File: config.mk
export PLATFORM = sky130hd
export DESIGN_NAME = pci_arbiter
export DESIGN_NICKNAME = d
export VERILOG_FILES = /design/src/rtl/pci_arbiter.sv
export SDC_FILE = /design/constraint.sdc
export NUM_CORES = 1
export LEC_CHECK = 0
export CORE_MARGIN = 2
export CORE_UTILIZATION = 49
export CTS_CLUSTER_SIZE = 28
export DETAILED_ROUTE_END_ITERATION = 16
export PLACE_DENSITY = 0.83
export SKIP_CTS_REPAIR_TIMING = 1
export SYNTH_ARGS = -nofsm -noshare
export SYNTH_HDL_FRONTEND = slang
export SYNTH_SLANG_ARGS = --single-unit
File: constraint.sdc
create_clock -name clk -period 6.54 [get_ports clk]
set_clock_uncertainty 0.1 [all_clocks]
set_input_delay 1.308 -clock clk [delete_from_list [all_inputs] [get_ports clk]]
set_output_delay 1.308 -clock clk [all_outputs]
set_load 0.05 [all_outputs]
File: src/rtl/pci_arbiter.sv
// pci_arbiter: round-robin PCI bus arbiter with grant timeout and registered inputs.
// Optional bus parking is enabled by defining PCI_ARB_PARK_EN.
module pci_arbiter #(
  parameter int NUM_DEV     = 4,
  parameter int GNT_TIMEOUT = 16
) (
  input  logic               clk,
  input  logic               rst_n,
  input  logic [NUM_DEV-1:0] request,
  input  logic               iframe,
  input  logic               iready,
  output logic [NUM_DEV-1:0] grant,
  output logic [2:0]         owner,
  output logic               bus_busy,
  output logic [1:0]         state_dbg
);

  // Handshake: request/grant/iframe/iready are all active-low; a device owns the bus
  // from the cycle its grant bit is low, starts a transaction by pulling iframe low,
  // and the bus is idle again on the first sampled cycle with iframe and iready high.
  typedef enum logic [1:0] {IDLE, GRANTED, BUSY, TURN} state_t;

  state_t             state_q, state_d;
  logic [NUM_DEV-1:0] grant_q, grant_d;
  logic [2:0]         owner_q, owner_d;
  logic               busy_q, busy_d;
  logic [7:0]         cnt_q, cnt_d;
  logic               skip_vld_q, skip_vld_d;
  logic [2:0]         skip_idx_q, skip_idx_d;
  logic [NUM_DEV-1:0] req_q;
  logic               frame_q, irdy_q;

  logic [NUM_DEV-1:0] cand;
  logic               found;
  logic [2:0]         winner;
  logic               own_req_n;

  function automatic logic [NUM_DEV-1:0] gnt_of(input logic [2:0] idx);
    logic [NUM_DEV-1:0] g;
    g = '1;
    for (int i = 0; i < NUM_DEV; i++) begin
      if (idx == 3'(i)) g[i] = 1'b0;
    end
    return g;
  endfunction

  // Round-robin search starting at owner+1; the owner itself is examined last.
  always_comb begin
    cand = ~req_q;
    own_req_n = 1'b1;
    for (int i = 0; i < NUM_DEV; i++) begin
      if (skip_vld_q && (skip_idx_q == 3'(i))) cand[i] = 1'b0;
      if (owner_q == 3'(i)) own_req_n = req_q[i];
    end
    found  = 1'b0;
    winner = owner_q;
    for (int k = NUM_DEV; k >= 1; k--) begin
      for (int i = 0; i < NUM_DEV; i++) begin
        if ((i == ((int'(owner_q) + k) % NUM_DEV)) && cand[i]) begin
          found  = 1'b1;
          winner = 3'(i);
        end
      end
    end
  end

  always_comb begin
    state_d    = state_q;
    grant_d    = grant_q;
    owner_d    = owner_q;
    cnt_d      = cnt_q;
    skip_vld_d = skip_vld_q;
    skip_idx_d = skip_idx_q;
    case (state_q)
      IDLE: begin
        // A timed-out device sits out exactly one search round.
        if (|(~req_q)) skip_vld_d = 1'b0;
`ifdef PCI_ARB_PARK_EN
        if (found) begin
          if ((grant_q != '1) && (winner != owner_q)) begin
            grant_d = '1;
          end else begin
            grant_d = gnt_of(winner);
            owner_d = winner;
            cnt_d   = 8'd0;
            state_d = GRANTED;
          end
        end else begin
          grant_d = gnt_of(owner_q);
        end
`else
        if (found) begin
          grant_d = gnt_of(winner);
          owner_d = winner;
          cnt_d   = 8'd0;
          state_d = GRANTED;
        end else begin
          grant_d = '1;
        end
`endif
      end
      GRANTED: begin
        cnt_d = cnt_q + 8'd1;
        if (!frame_q) begin
          state_d = BUSY;
        end else if (own_req_n) begin
          grant_d = '1;
          state_d = IDLE;
        end else if (cnt_q == 8'(GNT_TIMEOUT - 1)) begin
          grant_d    = '1;
          state_d    = IDLE;
          skip_vld_d = 1'b1;
          skip_idx_d = owner_q;
        end
      end
      BUSY: begin
        if (frame_q && irdy_q) begin
          grant_d = '1;
          state_d = TURN;
        end
      end
      TURN: begin
        grant_d = '1;
        state_d = IDLE;
      end
      default: begin
        grant_d = '1;
        state_d = IDLE;
      end
    endcase
    busy_d = (state_d == BUSY);
  end

  always_ff @(posedge clk or negedge rst_n) begin
    if (!rst_n) begin
      state_q    <= IDLE;
      grant_q    <= '1;
      owner_q    <= 3'(NUM_DEV - 1);
      busy_q     <= 1'b0;
      cnt_q      <= 8'd0;
      skip_vld_q <= 1'b0;
      skip_idx_q <= 3'd0;
      req_q      <= '1;
      frame_q    <= 1'b1;
      irdy_q     <= 1'b1;
    end else begin
      state_q    <= state_d;
      grant_q    <= grant_d;
      owner_q    <= owner_d;
      busy_q     <= busy_d;
      cnt_q      <= cnt_d;
      skip_vld_q <= skip_vld_d;
      skip_idx_q <= skip_idx_d;
      req_q      <= request;
      frame_q    <= iframe;
      irdy_q     <= iready;
    end
  end

  assign grant     = grant_q;
  assign owner     = owner_q;
  assign bus_busy  = busy_q;
  assign state_dbg = state_q;

endmodule
==> results of run 1 <==
registers in the layout, summed over array words and instances, names as in the netlist:
signal,cells
grant,4
frame_q,1
state_dbg,2
irdy_q,1
cnt_q,8
skip_vld_q,1
req_q,4
skip_idx_q,3
owner,3
bus_busy,1
cells in the final DEF, fill, tap and decap left out, drive strengths merged, types with 2 or more instances in the layout:
cell           netlist  final
o21ai                9      9
o22ai                2      2
inv                  3      3
and2                 3      3
dfstp               12     12
nand2                9      9
xor2                 2      2
mux2i                2      2
nand3                5      5
mux2                 3      3
and3                 3      3
a211oi               3      3
a21oi                7      7
a21o                 2      2
nor2                 8      8
o211ai               2      2
nand4                3      3
dfrtp               16     16
a2bb2oi              2      2
nor2b                2      2
o22a                 2      2
nor4                 2      2
clkbuf               3      4
clkdlybuf4s50        0     17
power groups by stage:
stage	clock (mW)	combinational [mW]	sequential [mW]
final	0.0849	0.304	0.254
after global routing	0.0966	0.330	0.260
after CTS	0.0858	0.304	0.254
after detailed placement	0	0.303	0.257
after global placement	0	0.297	0.254
after floorplan	0	0.158	0.321
through the flow:
step                      area [sq um]  std cells
after floorplan                   1350        123
after global placement            1550        168
after detailed placement          1550        168
after CTS                         1590        172
after global routing              1590        172
final                             1590        172
per-layer routing:
layer / up-vias / share of wire / track usage
met3: 13 / 0.046 / 0.0276
met1: 505 / 0.44 / 0.238
met4: 0 / 0.035 / 0.119
met5: - / 0 / 0
li1: 499 / - / -
met2: 41 / 0.48 / 0.301
layout make-up:
class                   instances  area share
clock buffers                   4      0.0229
well taps                      31      0.0244
repair buffers                 18       0.112
multi-input cells              88       0.382
flip-flops and latches         28       0.451
inverters                       3     0.00710
kinds of logic after synthesis:
family / count (synthesis)
AOI/OAI and AO/OA: 38
xor gates and xnor gates: 2
adders and majority gates: 1
buffers and inverters: 7
DFF: 28
muxes: 6
and+or+nand+nor: 41
how the worst max path moves through the flow:
stage,start,end,slack [ns],cells after the start
floorplan,owner[0]$_DFFE_PN1P_,skip_idx_q[0]$_DFFE_PN0P_,4.17,4
global placement,owner[1]$_DFFE_PN1P_,owner[1],3.68,1
detailed placement,owner[1]$_DFFE_PN1P_,owner[1],3.67,1
CTS,owner[1]$_DFFE_PN1P_,owner[1],3.28,1
global route,owner[1]$_DFFE_PN1P_,owner[1],3.21,1
finish,owner[1]$_DFFE_PN1P_,owner[1],3.28,1
==> out/metrics.cfg, run 1 <==
[status]
outcome=finished clean

[placement]
place_congestion=0.894
dp_hpwl_mm=1.96
io_buffers=17
place_ws_ns=3.67

[logic_synthesis]
synth_edf_count=0
synth_top_family_by_area=compound AO/OA/AOI/OAI gates
synth_most_common_cell=dfrtp_1
synthesis.nets=132
ys_seq_area_frac=0.529
yosys_warnings=0
synthDistinctLibCells=46
synth_adder_area_share=0.00925
syn-instance-count=123
ys_async_sr_fraction=1.00
netlist_area_sq_um=1350
avgSynthCellArea_sq_um=11.0
synth-compound-area-share=0.204
synth_seq_cells=28
synthXorXnorAreaFrac=0.0130
synth_top_area_frac=0.296
synthFlopType=dfrtp_1
synth.area.mux_share=0.0564
synth.area.top_cells=dfrtp_1 30%, dfstp_2 23%, o21ai_0 3.0%
yosysTopAreaCell=dfrtp_1
synthTopCellsByCount=16 x dfrtp_1, 12 x dfstp_2, 9 x nand2_1
yosys.area_share.simple=0.167

[worst_hold_path]
holdPathStages=1
hp-start=cnt_q[7]$_DFFE_PN0P_
hold-path-endpoint=cnt_q[7]$_DFFE_PN0P_
min_path_type=flop to flop

[setup_path]
crit_slowest_cell=clkdlybuf4s50_1
slowest_delay_ns=0.84
cp_cell_sequence=clkdlybuf4s50_1
critical_path_class=flop to output port
cp_max_fo=12
r2r_setup_slack_ns=3.83
start_kind=flop
reg2reg_depth=5
crit_required_ns=5.13
rr_endpoint=cnt_q[2]$_DFFE_PN0P_
crit_buf_inv=1
cp-end-kind=output port
r2r_start=skip_idx_q[1]$_DFFE_PN0P_
crit_family=buffers and inverters
arrival_ns=1.85

[routing]
first_pass_iters=5
drt_iter0_markers=42
routed_via_density=6.15
vias=1058
ant_nets=0
routed_wl_mm=2.74
drcViolationCount=0
avgRoutedWirePerCell_um=15.9

[clock_tree]
clk_path_buf_depth=2
worstSkewPairLatency_ns=0.33
root_buffer=clkbuf_4
cts.sink_count=28
numCtsBuffers=3
cts_tree=yes
clkTransAtPathRegs_ns=0.15
h-tree-depth=1

[sta]
whs_ns=0.409
fin_crit_ns=3.26
finalSetupViolCount=0
relSlewSlack=0.287
hold_viol=0
tightest_slew_ns=1.06
postLayoutSetupSlackWorst_ns=3.28
final.setup.tns_ns=0
fin_crit_sh=0.499
rsz0062_at_grt=false
drv_slew=0
fmaxAchievable_mhz=307

[power_and_ir_drop]
leakagePower_nw=0.666
pwr-share-seq=0.395
power.internal_mw=0.363
p_clk_frac=0.132
netSwitchingFraction=0.436
vdd_ir_drop_max_uv=295
powerDensity_nw_per_um2=405
power_mw=0.643
comb_power_share=0.473
p_switching_mw=0.281

[finish]
register_area_sq_um=716
nFillCells=220
fin_util=0.591
antennaDiodeCount=0
syn2layout_area_growth_pct=17.3
drive_gt1_frac=0.191
multi_input_area_sq_um=607
finalNetCount=151

[floorplan]
io-pin-count=18
die_h_um=56.5
fp.dieW_um=56.5
dieArea_sq_um=3200
initial_core_util=0.503
row_count=19
coreArea_sq_um=2690

[job]
cap_viol_max_count=0

[global_routing]
grt_pass1_wl_mm=4.67
grt_max_degree=29
grt_usage=0.188
grt_pass1_vias=1048
antenna_found_initial=0
globalRouteOverflowTotal=0

(Power assumes the default switching activity.)
==> run 2, diff against run 1 <==
Settings changed: CORE_UTILIZATION 49 to 48, PLACE_DENSITY 0.83 to 0.85.
Clock period 6.54 ns to 2.8 ns, I/O delays scaled along.
==> run 2 against run 1 <==
Worst setup slack worse by 3.0 ns; final area is 0.95% higher; utilization hardly changed; register-to-register slack worse by 3.4 ns; largest power group unchanged; global-route usage is 1.5 points lower; largest cell class unchanged; sequential cell count stayed put; final cell count is 1.2% higher.
==> out/metrics.cfg, run 2 (synthesis gave the netlist of run 1 again) <==
[global_routing]
antenna_found_initial=0
grt_pass1_wl_mm=4.44
grt_pass1_vias=1031
globalRouteOverflowTotal=0
grt_max_degree=29
grt_usage=0.173

[setup_path]
arrival_ns=1.86
rr_endpoint=cnt_q[2]$_DFFE_PN0P_
start_kind=flop
reg2reg_depth=6
slowest_delay_ns=0.84
critical_path_class=flop to output port
r2r_start=skip_idx_q[1]$_DFFE_PN0P_
crit_buf_inv=1
crit_slowest_cell=clkdlybuf4s50_1
crit_family=buffers and inverters
cp_cell_sequence=clkdlybuf4s50_1
crit_required_ns=2.14
r2r_setup_slack_ns=0.41
cp_max_fo=12
cp-end-kind=output port

[finish]
register_area_sq_um=716
final_cell_mix=17 x clkdlybuf4s50_1, 16 x dfrtp_1, 12 x dfstp_2
finalNetCount=153
syn2layout_area_growth_pct=18.4
antennaDiodeCount=0
nFillCells=224
regMostFlops=cnt_q
layout.cells.most_common=clkdlybuf4s50_1
design_area_sq_um=1600
largest_reg_flops=8
drive_gt1_frac=0.203
multi_input_area_sq_um=607

[clock_tree]
h-tree-depth=1
cts.sink_count=28
clk_path_buf_depth=2
root_buffer=clkbuf_4
cts_tree=yes
clkTransAtPathRegs_ns=0.14
numCtsBuffers=3
worstSkewPairLatency_ns=0.33

[routing]
route.met2.wl_mm=1.37
vias=1044
drt_iter0_markers=40
top_layer=met4
routed_via_density=6.00
routed_wl_mm=2.64
first_pass_iters=4
avgRoutedWirePerCell_um=15.2
drcViolationCount=0
wl_met3_um=97
ant_nets=0
drt-met1-wl_mm=1.15

[power_and_ir_drop]
power_mw=1.50
vdd_ir_drop_max_uv=678
powerDensity_nw_per_um2=940
leakagePower_nw=0.676

[placement]
io_buffers=17
place_ws_ns=0.447
place_congestion=0.905
dpl_cell_area_sq_um=1570
dp_hpwl_mm=1.96

[sta]
fin_crit_sh=0.898
fmaxAchievable_mhz=398
drv_slew=0
hold_viol=0
fin_crit_ns=2.52
rsz0062_at_grt=false
whs_ns=0.414
finalSetupViolCount=0
relSlewSlack=0.616
tightest_slew_ns=0.562
final.setup.tns_ns=0
postLayoutSetupSlackWorst_ns=0.285

[floorplan]
io-pin-count=18
row_count=19
dieArea_sq_um=3260
fp.dieW_um=57.1
coreArea_sq_um=2710
initial_core_util=0.499
die_h_um=57.1

[worst_hold_path]
min_path_type=flop to flop
hold-path-endpoint=grant[3]$_DFFE_PN1P_
holdPathStages=1
hp-start=grant[3]$_DFFE_PN1P_

[job]
cap_viol_max_count=0

[status]
outcome=finished clean

[run 2: cell count changes in the layout (fill, tap and decap cells not counted)]
cell / change
buf_4: +2
[run 2: worst max path at each step]
stage	startpoint	end	slack [ns]	depth (start not counted)
after global placement	skip_idx_q[1]$_DFFE_PN0P_	cnt_q[2]$_DFFE_PN0P_	0.51	6
after detailed placement	owner[1]$_DFFE_PN1P_	grant[0]$_DFFE_PN1P_	0.45	4
final	owner[1]$_DFFE_PN1P_	owner[1]	0.28	1
after CTS	owner[1]$_DFFE_PN1P_	owner[1]	0.29	1
after global routing	owner[1]$_DFFE_PN1P_	owner[1]	0.25	1
after floorplan	owner[0]$_DFFE_PN1P_	skip_idx_q[0]$_DFFE_PN0P_	0.43	4
[run 2: layout make-up]
| class | instances | share of cell area |
|---|---|---|
| clock buffer | 4 | 0.0227 |
| inverter | 3 | 0.00703 |
| multi-input combinational | 88 | 0.379 |
| sequential | 28 | 0.447 |
| tap | 31 | 0.0242 |
| timing repair buffer | 20 | 0.120 |
[run 2: through the flow]
stage          std cells   util
3_5_place_dp         170  0.578
5_1_grt              174  0.591
3_3_place_gp         170  0.578
4_1_cts              174  0.591
6_report             174  0.591
2_1_floorplan        123      -
[run 2: metal layers]
layer	GRT usage	vias up
met5	0	-
li1	-	502
met3	0.0272	4
met4	0.0797	0
met2	0.296	25
met1	0.217	513
[run 2: power by group]
part	internal (mW)	switching, mW
combinational	0.269	0.446
sequential	0.508	0.0900
clock	0.0796	0.113
